$ cat config.mk
export PLATFORM = sky130hd
export DESIGN_NAME = ydriver_seq
export DESIGN_NICKNAME = d
export VERILOG_FILES = /design/src/rtl/ydriver_seq.sv
export SDC_FILE = /design/constraint.sdc
export NUM_CORES = 1
export LEC_CHECK = 0
export ABC_CLOCK_PERIOD_IN_PS = 2950
export BUFFER_PORTS_ARGS = -buffer_cell sky130_fd_sc_hd__buf_4
export CAP_MARGIN = 20
export CORE_MARGIN = 2
export CORE_UTILIZATION = 45
export CTS_CLUSTER_SIZE = 10
export DETAILED_ROUTE_END_ITERATION = 16
export PLACE_DENSITY = 0.76
export SLEW_MARGIN = 20
export SYNTH_ARGS = -nofsm -noshare
export SYNTH_HDL_FRONTEND = slang
export SYNTH_SLANG_ARGS = --single-unit
$ cat constraint.sdc
create_clock -name clk -period 2.95 [get_ports clk]
set_input_delay 0.59 -clock clk [delete_from_list [all_inputs] [get_ports clk]]
set_output_delay 0.59 -clock clk [all_outputs]
set_load 0.01 [all_outputs]
$ cat src/rtl/ydriver_seq.sv
// Vertical-timing sequencer for the LCD row-driver lane chain: start token,
// two-phase shift clock, frame polarity and line position, all registered.
module ydriver_seq #(
  parameter int LINES        = 144,
  parameter int VBLANK_LINES = 10,
  parameter int DOTS         = 456,
  parameter int CK_START     = 8,
  parameter int CK_WIDTH     = 4,
  parameter int FR_PERIOD    = 13
) (
  input  logic       clk,
  input  logic       reset,
  input  logic       lcd_on,
  output logic       s,
  output logic       ck,
  output logic       cck,
  output logic       fr,
  output logic [7:0] ly,
  output logic       vblank,
  output logic       frame_start
);

  localparam int DW = $clog2(DOTS + 1);
  localparam int FW = $clog2(FR_PERIOD + 1);

  localparam logic [DW-1:0] DOT_LAST  = DW'(DOTS - 1);
  localparam logic [DW-1:0] CK_LO     = DW'(CK_START);
  localparam logic [DW-1:0] CK_HI     = DW'(CK_START + CK_WIDTH);
  localparam logic [7:0]    LINE_LAST = 8'(LINES + VBLANK_LINES - 1);
  localparam logic [7:0]    LINES_C   = 8'(LINES);
  localparam logic [FW-1:0] FR_LAST   = FW'(FR_PERIOD - 1);

  logic [DW-1:0] dot;
  logic [7:0]    line;
  logic [FW-1:0] fr_cnt;
  logic          fr_tgl;
  logic          ck_win;
  logic          dot_last;

  assign ck_win   = (dot >= CK_LO) && (dot < CK_HI) && (line <= LINES_C);
  assign dot_last = (dot == DOT_LAST);

  always_ff @(posedge clk) begin
    if (reset || !lcd_on) begin
      dot         <= '0;
      line        <= '0;
      fr_cnt      <= '0;
      fr_tgl      <= 1'b0;
      s           <= 1'b0;
      ck          <= 1'b0;
      cck         <= 1'b1;
      fr          <= 1'b0;
      ly          <= '0;
      vblank      <= 1'b0;
      frame_start <= 1'b0;
    end else begin
      if (dot_last) begin
        dot  <= '0;
        line <= (line == LINE_LAST) ? 8'd0 : line + 8'd1;
      end else begin
        dot <= dot + DW'(1);
      end

      // fr_cnt counts completed lines free-running across frames; the toggle
      // is armed at the end of the wrapping line and lands on the next dot 0.
      if (dot_last) begin
        fr_cnt <= (fr_cnt == FR_LAST) ? '0 : fr_cnt + FW'(1);
      end
      fr_tgl <= dot_last && (fr_cnt == FR_LAST);
      if (fr_tgl) begin
        fr <= ~fr;
      end

      s           <= (line == 8'd0);
      ck          <= ck_win;
      cck         <= ~ck_win;
      ly          <= line;
      vblank      <= (line >= LINES_C);
      frame_start <= (line == 8'd0) && (dot == '0);
    end
  end

endmodule
# --- Word level (Yosys, flattened, before mapping) ---
# Cells that the tools add are included.
word_totals:
  input_bits: 3
  register_bits: 36
  elab_cells: 34
op_classes:
  n_lt_le_gt_ge: 4
  n_eq_ne: 3
  add_sub_neg: 3
  reduce_logical: 9
  n_mux: 2
  bitwise_logic: 2
op_table:
  columns: ["cell", "count"]
  rows:
  - ["$add 9x1->9 const B", 1]
  - ["$eq 9x9->1 const B", 1]
  - ["$ge 9x4->1 const B", 1]
  - ["$logic_not 9->1", 1]
  - ["$lt 9x4->1 const B", 1]
  - ["$add 8x1->8 const B", 1]
  - ["$eq 8x8->1 const B", 1]
  - ["$ge 8x8->1 const B", 1]
  - ["$le 8x8->1 const B", 1]
  - ["$logic_not 8->1", 1]
  - ["$mux 8", 1]
  - ["$add 4x1->4 const B", 1]
  - ["$eq 4x4->1 const B", 1]
  - ["$logic_and 1x1->1", 4]
  - ["$mux 4", 1]
  - ["$not 1->1", 2]
  - ["$reduce_or 2->1", 1]
  - ["$logic_not 1->1", 1]
  - ["$logic_or 1x1->1", 1]

# --- Logic depth before layout (Yosys ltp) ---
# Gate-level depths: netlist of the first run.
logic_depth:
  depth_word: 4
  depth_mapped: 6
  depth_no_buf: 5

# --- Worst setup path before layout of the first run ---
# No wires, ideal clock.
synth_timing:
  kind: "flip-flop to flip-flop"
  start: "register dot[0]"
  end: "register line[3]"
  n_path_buf: 1
  setup_ns: 0.118
  arrival_ns: 1.437
  setup_slack_ns: 1.395
  t_required_ns: 2.832
  path_stages_with_launch: 7
  cell_sequence: "dfxtp_1 ha_1 nand4b_4 or2_1 buf_6 o21ai_4 nor2_1"
synth_via:
  elab_chain_cells: 1
synth_rtl:
  columns: ["item", "line_no", "source"]
  rows:
  - ["from (decl)", "33", "logic [DW-1:0] dot;"]
  - ["from (signal assigned)", "61", "dot <= dot + DW'(1);"]
  - ["$eq 9x9->1", "41", "assign dot_last = (dot == DOT_LAST);"]
  - ["to (signal assigned)", "59", "line <= (line == LINE_LAST) ? 8'd0 : line + 8'd1;"]
  - ["to (decl)", "34", "logic [7:0] line;"]
# No other way between the ends.
# A chain may end at the register's enable or synchronous reset.

# --- Worst setup path in the final report of the first run ---
layout_timing:
  start: "register dot[0]"
  end: "register line[4]"
# Same word-level chain as after synthesis.

==> metrics, run 1 <==
sequential fraction of the synthesis area 0.464; placed wire-length estimate 2010 um; most used flip-flop cell after synthesis sky130_fd_sc_hd__dfxtp_1; clock slew seen by the registers of the worst setup and hold paths 100 ps; Critical Path Start Type register; most used standard cell by instance count after synthesis sky130_fd_sc_hd__dfxtp_1; largest net degree at the start of global routing 14; switching power as a share of total power 0.209; largest voltage drop on the vdd net 0.196 mV; share of total power in combinational logic 0.027; number of buffers inserted by hold repair at cts 0; layout overhead on the synthesized area 13.8%; sequential share of power 0.631; internal power summed over all cells 0.000614 W; proportion of power drawn by the clock network 0.342; maximum operating frequency 546 MHz; layout cells sized above 1 0.184; Reg2Reg Setup Slack 1120 ps; Critical Path Source dot[0]; Filler Cells Inserted 312; Slew Limit Fails 0; PwrDens 440 nW/um^2; Sink Count 36; Buffers on Ports 16; Min-Delay Startpoint fr_tgl; setup violators final 0; first-iteration detailed-routing DRC count 36; CP endpoint kind register; Cell Area, Placed 1710 um^2; number of top-level design ports 17; final antenna diode count 0; number of synthesis warnings 0; net count after synthesis 169; final critical path time including I/O delays and setup 1830 ps; number of instances in the synthesized netlist 159; async set or reset register ratio after synthesis 0; classification of the worst setup path register to register; top post-synthesis cells by area sky130_fd_sc_hd__dfxtp_1, sky130_fd_sc_hd__ha_1, sky130_fd_sc_hd__nor2_1; total leakage power 0.689 nW; worst slew margin relative to its limit 0.478; full die area 3940 um^2; smallest hold slack 500 ps; CTS buffer count 5; Crit Path Max Fanout 10; clk root buf sky130_fd_sc_hd__clkbuf_4; number of remaining DRC errors 0; RSZ-0062 raised after global routing false; min-delay worst type register to register; cell types with the highest counts after synthesis sky130_fd_sc_hd__dfxtp_1, sky130_fd_sc_hd__nor2_1, sky130_fd_sc_hd__nand3_1; maximum clock path buffer count 2; total negative slack 0 ps; Post-layout nets 188; final period utilization 0.621; post-route antenna net violation count 0; Total Routing Usage GR 0.157; antenna violations before repair 0; width of the chip 62.8 um; routed wire length per instance 12.2 um; RD Place Congestion 0.835; Via Count 1174; # Max-Cap Violations 0; global-route wire length before repair 4850 um; number of vias per cell 5.22; worst clock skew 7.07 ps; fraction of synthesized cell area taken by the top area cell type 0.464; slew at the pin closest to its max-slew limit 781 ps; buffers inserted during post-CTS setup optimization 0; maximum level of the CTS H-tree 2; cells resized by post-CTS repair 0; required time reported for the critical path endpoint 3160 ps; clock latency at the later pin of the worst-skew pair 330 ps; clock tree from TritonCTS built; sequential cell area 721 um^2; post-synthesis instance area 1550 um^2; number of global-route vias before repair 1150; Setup Slack @ Placement 1060 ps; average size of a mapped cell 9.77 um^2; # rows 21; setup ws final 1120 ps; area taken by multi-input logic gates 781 um^2; Crit Reg-Reg Startpoint dot[0]; EDFF count, synth 0; flops & latches, synth 36; number of iterations in the first detailed-routing pass 4; total power 0.000777 W; Die Span Y 62.8 um; status finished, final reports clean; data arrival time of the critical path 2050 ps; number of unique standard cell types used by synthesis 36; final design area excluding fillers 1770 um^2; placeable core region 3340 um^2; total wirelength of the detailed-routed design 2750 um; global-route congestion overflow total 0; Initial Utilization 0.466; final hold viol count 0; total net switching power 0.000163 W; cell taking the most area after synthesis sky130_fd_sc_hd__dfxtp_1
final timing paths:
kind,end,depth (start not counted)
hold / removal,fr,2
setup / recovery,line[4],5
hold reg to reg,fr,2
setup reg to reg,line[4],5
through the flow:
step	cells	util
floorplan	159	-
global placement	217	0.512
detailed placement	217	0.512
CTS	225	0.530
global route	225	0.530
finish	225	0.530
power groups by stage:
stage | combinational (W) | clock [W] | sequential (W)
final | 0.0000209 | 0.000266 | 0.000491
after global routing | 0.0000235 | 0.000292 | 0.000492
after CTS | 0.0000214 | 0.000272 | 0.000491
after detailed placement | 0.0000211 | 0 | 0.000502
after global placement | 0.0000201 | 0 | 0.000502
after floorplan | 0.0000122 | 0 | 0.000503
registers in the layout, indices dropped and copies added, names as in the netlist:
register	flops
ck	1
fr	1
s	1
dot	9
fr_tgl	1
vblank	1
line	8
fr_cnt	4
ly	8
cck	1
frame_start	1
routing by layer:
metal	share of wire	vias up	track usage
met5	0	-	0
li1	-	585	-
met1	0.42	551	0.161
met2	0.50	31	0.285
met3	0.053	7	0.0432
met4	0.025	0	0.0861
placed cells by master (no fill, tap or decap), types with 2 or more instances in the layout:
| cell type | instances |
|---|---|
| sky130_fd_sc_hd__and2_1 | 6 |
| sky130_fd_sc_hd__and3_1 | 3 |
| sky130_fd_sc_hd__nand4_1 | 3 |
| sky130_fd_sc_hd__buf_4 | 16 |
| sky130_fd_sc_hd__xor2_1 | 6 |
| sky130_fd_sc_hd__nor2_1 | 19 |
| sky130_fd_sc_hd__nor3_1 | 3 |
| sky130_fd_sc_hd__nand3_1 | 12 |
| sky130_fd_sc_hd__o21ai_1 | 2 |
| sky130_fd_sc_hd__xnor2_1 | 7 |
| sky130_fd_sc_hd__clkbuf_1 | 2 |
| sky130_fd_sc_hd__and4b_1 | 2 |
| sky130_fd_sc_hd__nand2_1 | 10 |
| sky130_fd_sc_hd__a211o_1 | 2 |
| sky130_fd_sc_hd__a21oi_1 | 8 |
| sky130_fd_sc_hd__ha_1 | 7 |
| sky130_fd_sc_hd__inv_1 | 8 |
| sky130_fd_sc_hd__nor4_2 | 4 |
| sky130_fd_sc_hd__dfxtp_1 | 36 |
| sky130_fd_sc_hd__clkbuf_4 | 5 |
cell families (layout without fill, tap and decap cells):
kind of cell | after synthesis | count (layout) | share of synthesized area
compound gates | 15 | 15 | 0.0644
flops | 36 | 36 | 0.464
fa+ha+maj | 7 | 7 | 0.0564
xor+xnor | 13 | 13 | 0.0733
simple gates | 76 | 76 | 0.308
buf+inv | 12 | 32 | 0.0338
cell type report:
cell class / instances / share of cell area
clock buffer: 8 / 0.0333
multi-input combinational: 111 / 0.442
sequential: 36 / 0.408
tap: 46 / 0.0326
inverter: 8 / 0.0170
timing repair buffer: 16 / 0.0679
critical path, cell delays in order, from the launching register on:
cell and delay [ps]:
sky130_fd_sc_hd__dfxtp_1 420, sky130_fd_sc_hd__ha_1 330, sky130_fd_sc_hd__nand4b_4 210, sky130_fd_sc_hd__or2_1 420, sky130_fd_sc_hd__o21ai_4 250, sky130_fd_sc_hd__nor2_1 90
No activity file was read; power rests on OpenSTA's default activity.
==> run 2, diff against run 1 <==
ABC_CLOCK_PERIOD_IN_PS = 1750   (was 2950)
clock period = 1.75 ns   (was 2.95 ns; I/O delays follow)
==> run 2 against run 1 <==
Effect of this change: die area unchanged; clock power increased by 110%; maximum frequency increased by 14%; core utilization increased by 1.5 points; clock skew about the same; highest routed layer unchanged; worst setup slack got worse by 980 ps; global-route usage increased by 1.1 points; final cell count increased by 1.8%; total power increased by 85%; non-clock buffer count increased by 4; register-to-register slack got worse by 980 ps; sequential cell count unchanged; critical path type unchanged.
==> metrics, run 2 (same netlist as run 1, synthesis figures left out) <==
status finished, final reports clean; RSZ-0062 raised after global routing false; Sink Count 36; commonest cells after routing, fill and taps aside sky130_fd_sc_hd__dfxtp_1, sky130_fd_sc_hd__buf_4, sky130_fd_sc_hd__nor2_1; largest net degree at the start of global routing 13; final design area excluding fillers 1820 um^2; Slew Limit Fails 0; RD Place Congestion 0.821; number of top-level design ports 17; register bank with the most flops dot; stage delay of the slowest cell on the critical path 440 ps; PwrDens 789 nW/um^2; final hold viol count 0; antenna violations before repair 0; min-delay worst type input pin to register; layout cells sized above 1 0.213; maximum level of the CTS H-tree 2; cell type of the slowest stage on the worst timing path sky130_fd_sc_hd__dfxtp_1; number of global-route vias before repair 1214; buffers inserted during post-CTS setup optimization 0; final antenna diode count 0; sequential cell area 721 um^2; Buffers on Ports 16; post-route antenna net violation count 0; Total Routing Usage GR 0.167; required time reported for the critical path endpoint 1980 ps; Post-layout nets 192; CTS buffer count 5; maximum operating frequency 620 MHz; clock slew seen by the registers of the worst setup and hold paths 110 ps; Via Count 1161; Crit Path Max Fanout 10; total negative slack 0 ps; placeable core region 3340 um^2; largest voltage drop on the vdd net 0.353 mV; placed wire-length estimate 2210 um; setup ws final 137 ps; reg2reg path depth 5; metal3 WL 97 um; total leakage power 0.716 nW; cell-by-cell listing of the critical path ha_1, nand4b_4, or2_1, o21ai_4, nor2_1; Die Span Y 62.8 um; first-iteration detailed-routing DRC count 28; total wirelength of the detailed-routed design 2970 um; area taken by multi-input logic gates 781 um^2; met2 wire len 1500 um; maximum clock path buffer count 2; met1 WL 1320 um; clk root buf sky130_fd_sc_hd__clkbuf_4; # Max-Cap Violations 0; Regs by FF count dot (9), line (8), ly (8); Filler Cells Inserted 314; Min-Delay Startpoint lcd_on; clock latency at the later pin of the worst-skew pair 330 ps; number of remaining DRC errors 0; width of the chip 62.8 um; Reg2Reg Setup Slack 140 ps; number of iterations in the first detailed-routing pass 4; share of the core filled with cells in the final layout 0.545; layout overhead on the synthesized area 17.1%; Crit Reg-Reg Startpoint dot[1]; Reg-to-Reg End line[7]; Initial Utilization 0.466; highest routed metal layer met4; full die area 3940 um^2; most frequent standard cell in the layout excluding fill and tap cells sky130_fd_sc_hd__dfxtp_1; global-route wire length before repair 5210 um; number of buffers inserted by hold repair at cts 0; global-route congestion overflow total 0; worst slew margin relative to its limit 0.701; classification of the worst setup path register to register; final period utilization 0.921; data arrival time of the critical path 1840 ps; cells resized by post-CTS repair 0; CP endpoint kind register; routed wire length per instance 13.0 um; clock tree from TritonCTS built; total power 0.00143 W; final critical path time including I/O delays and setup 1610 ps; # rows 21; worst clock skew 6.85 ps; Critical Path Start Type register; Cell Area, Placed 1740 um^2; slew at the pin closest to its max-slew limit 448 ps; number of vias per cell 5.07; max reg flops 9; worst hold path cell count 3; endpoint with the worst hold slack s; setup violators final 0; Setup Slack @ Placement 147 ps
[run 2: worst max path at each step]
stage | start | end | depth (start not counted)
after floorplan | dot[0] | line[3] | 6
after global placement | dot[0] | line[5] | 5
after detailed placement | dot[0] | line[6] | 5
after CTS | dot[0] | line[6] | 5
after global routing | dot[0] | line[3] | 6
final | dot[1] | line[7] | 5
[run 2: routing by layer]
layer,vias up,global-route usage
met3,6,0.0541
met4,0,0.0778
met1,535,0.181
met2,27,0.296
met5,-,0
li1,593,-
[run 2: power breakdown]
part	leakage [nW]	internal, W	switching [W]
Sequential	0.291	0.000824	0.00000421
Clock	0.0412	0.000298	0.000271
Combinational	0.384	0.0000171	0.0000211
[run 2: per-stage QoR]
| step | hold WS (ps) | std cells |
|---|---|---|
| 2_1_floorplan | 453 | 159 |
| 3_3_place_gp | 473 | 221 |
| 3_5_place_dp | 475 | 221 |
| 4_1_cts | 364 | 229 |
| 5_1_grt | 361 | 229 |
| 6_report | 363 | 229 |
[run 2: worst max-delay path: cells and delay by family (launching register included)]
kind,cells,cell delay (ps)
DFF,1,440
AOI/OAI and AO/OA,1,240
adders and majority gates,1,260
and+or+nand+nor,3,580
[run 2: cell type report]
class / count / share of cell area
clock inverter: 3 / 0.0234
tap: 46 / 0.0316
clock buffer: 5 / 0.0206
inverter: 8 / 0.0165
multi-input combinational: 111 / 0.429
sequential: 36 / 0.396
timing repair buffer: 20 / 0.0825
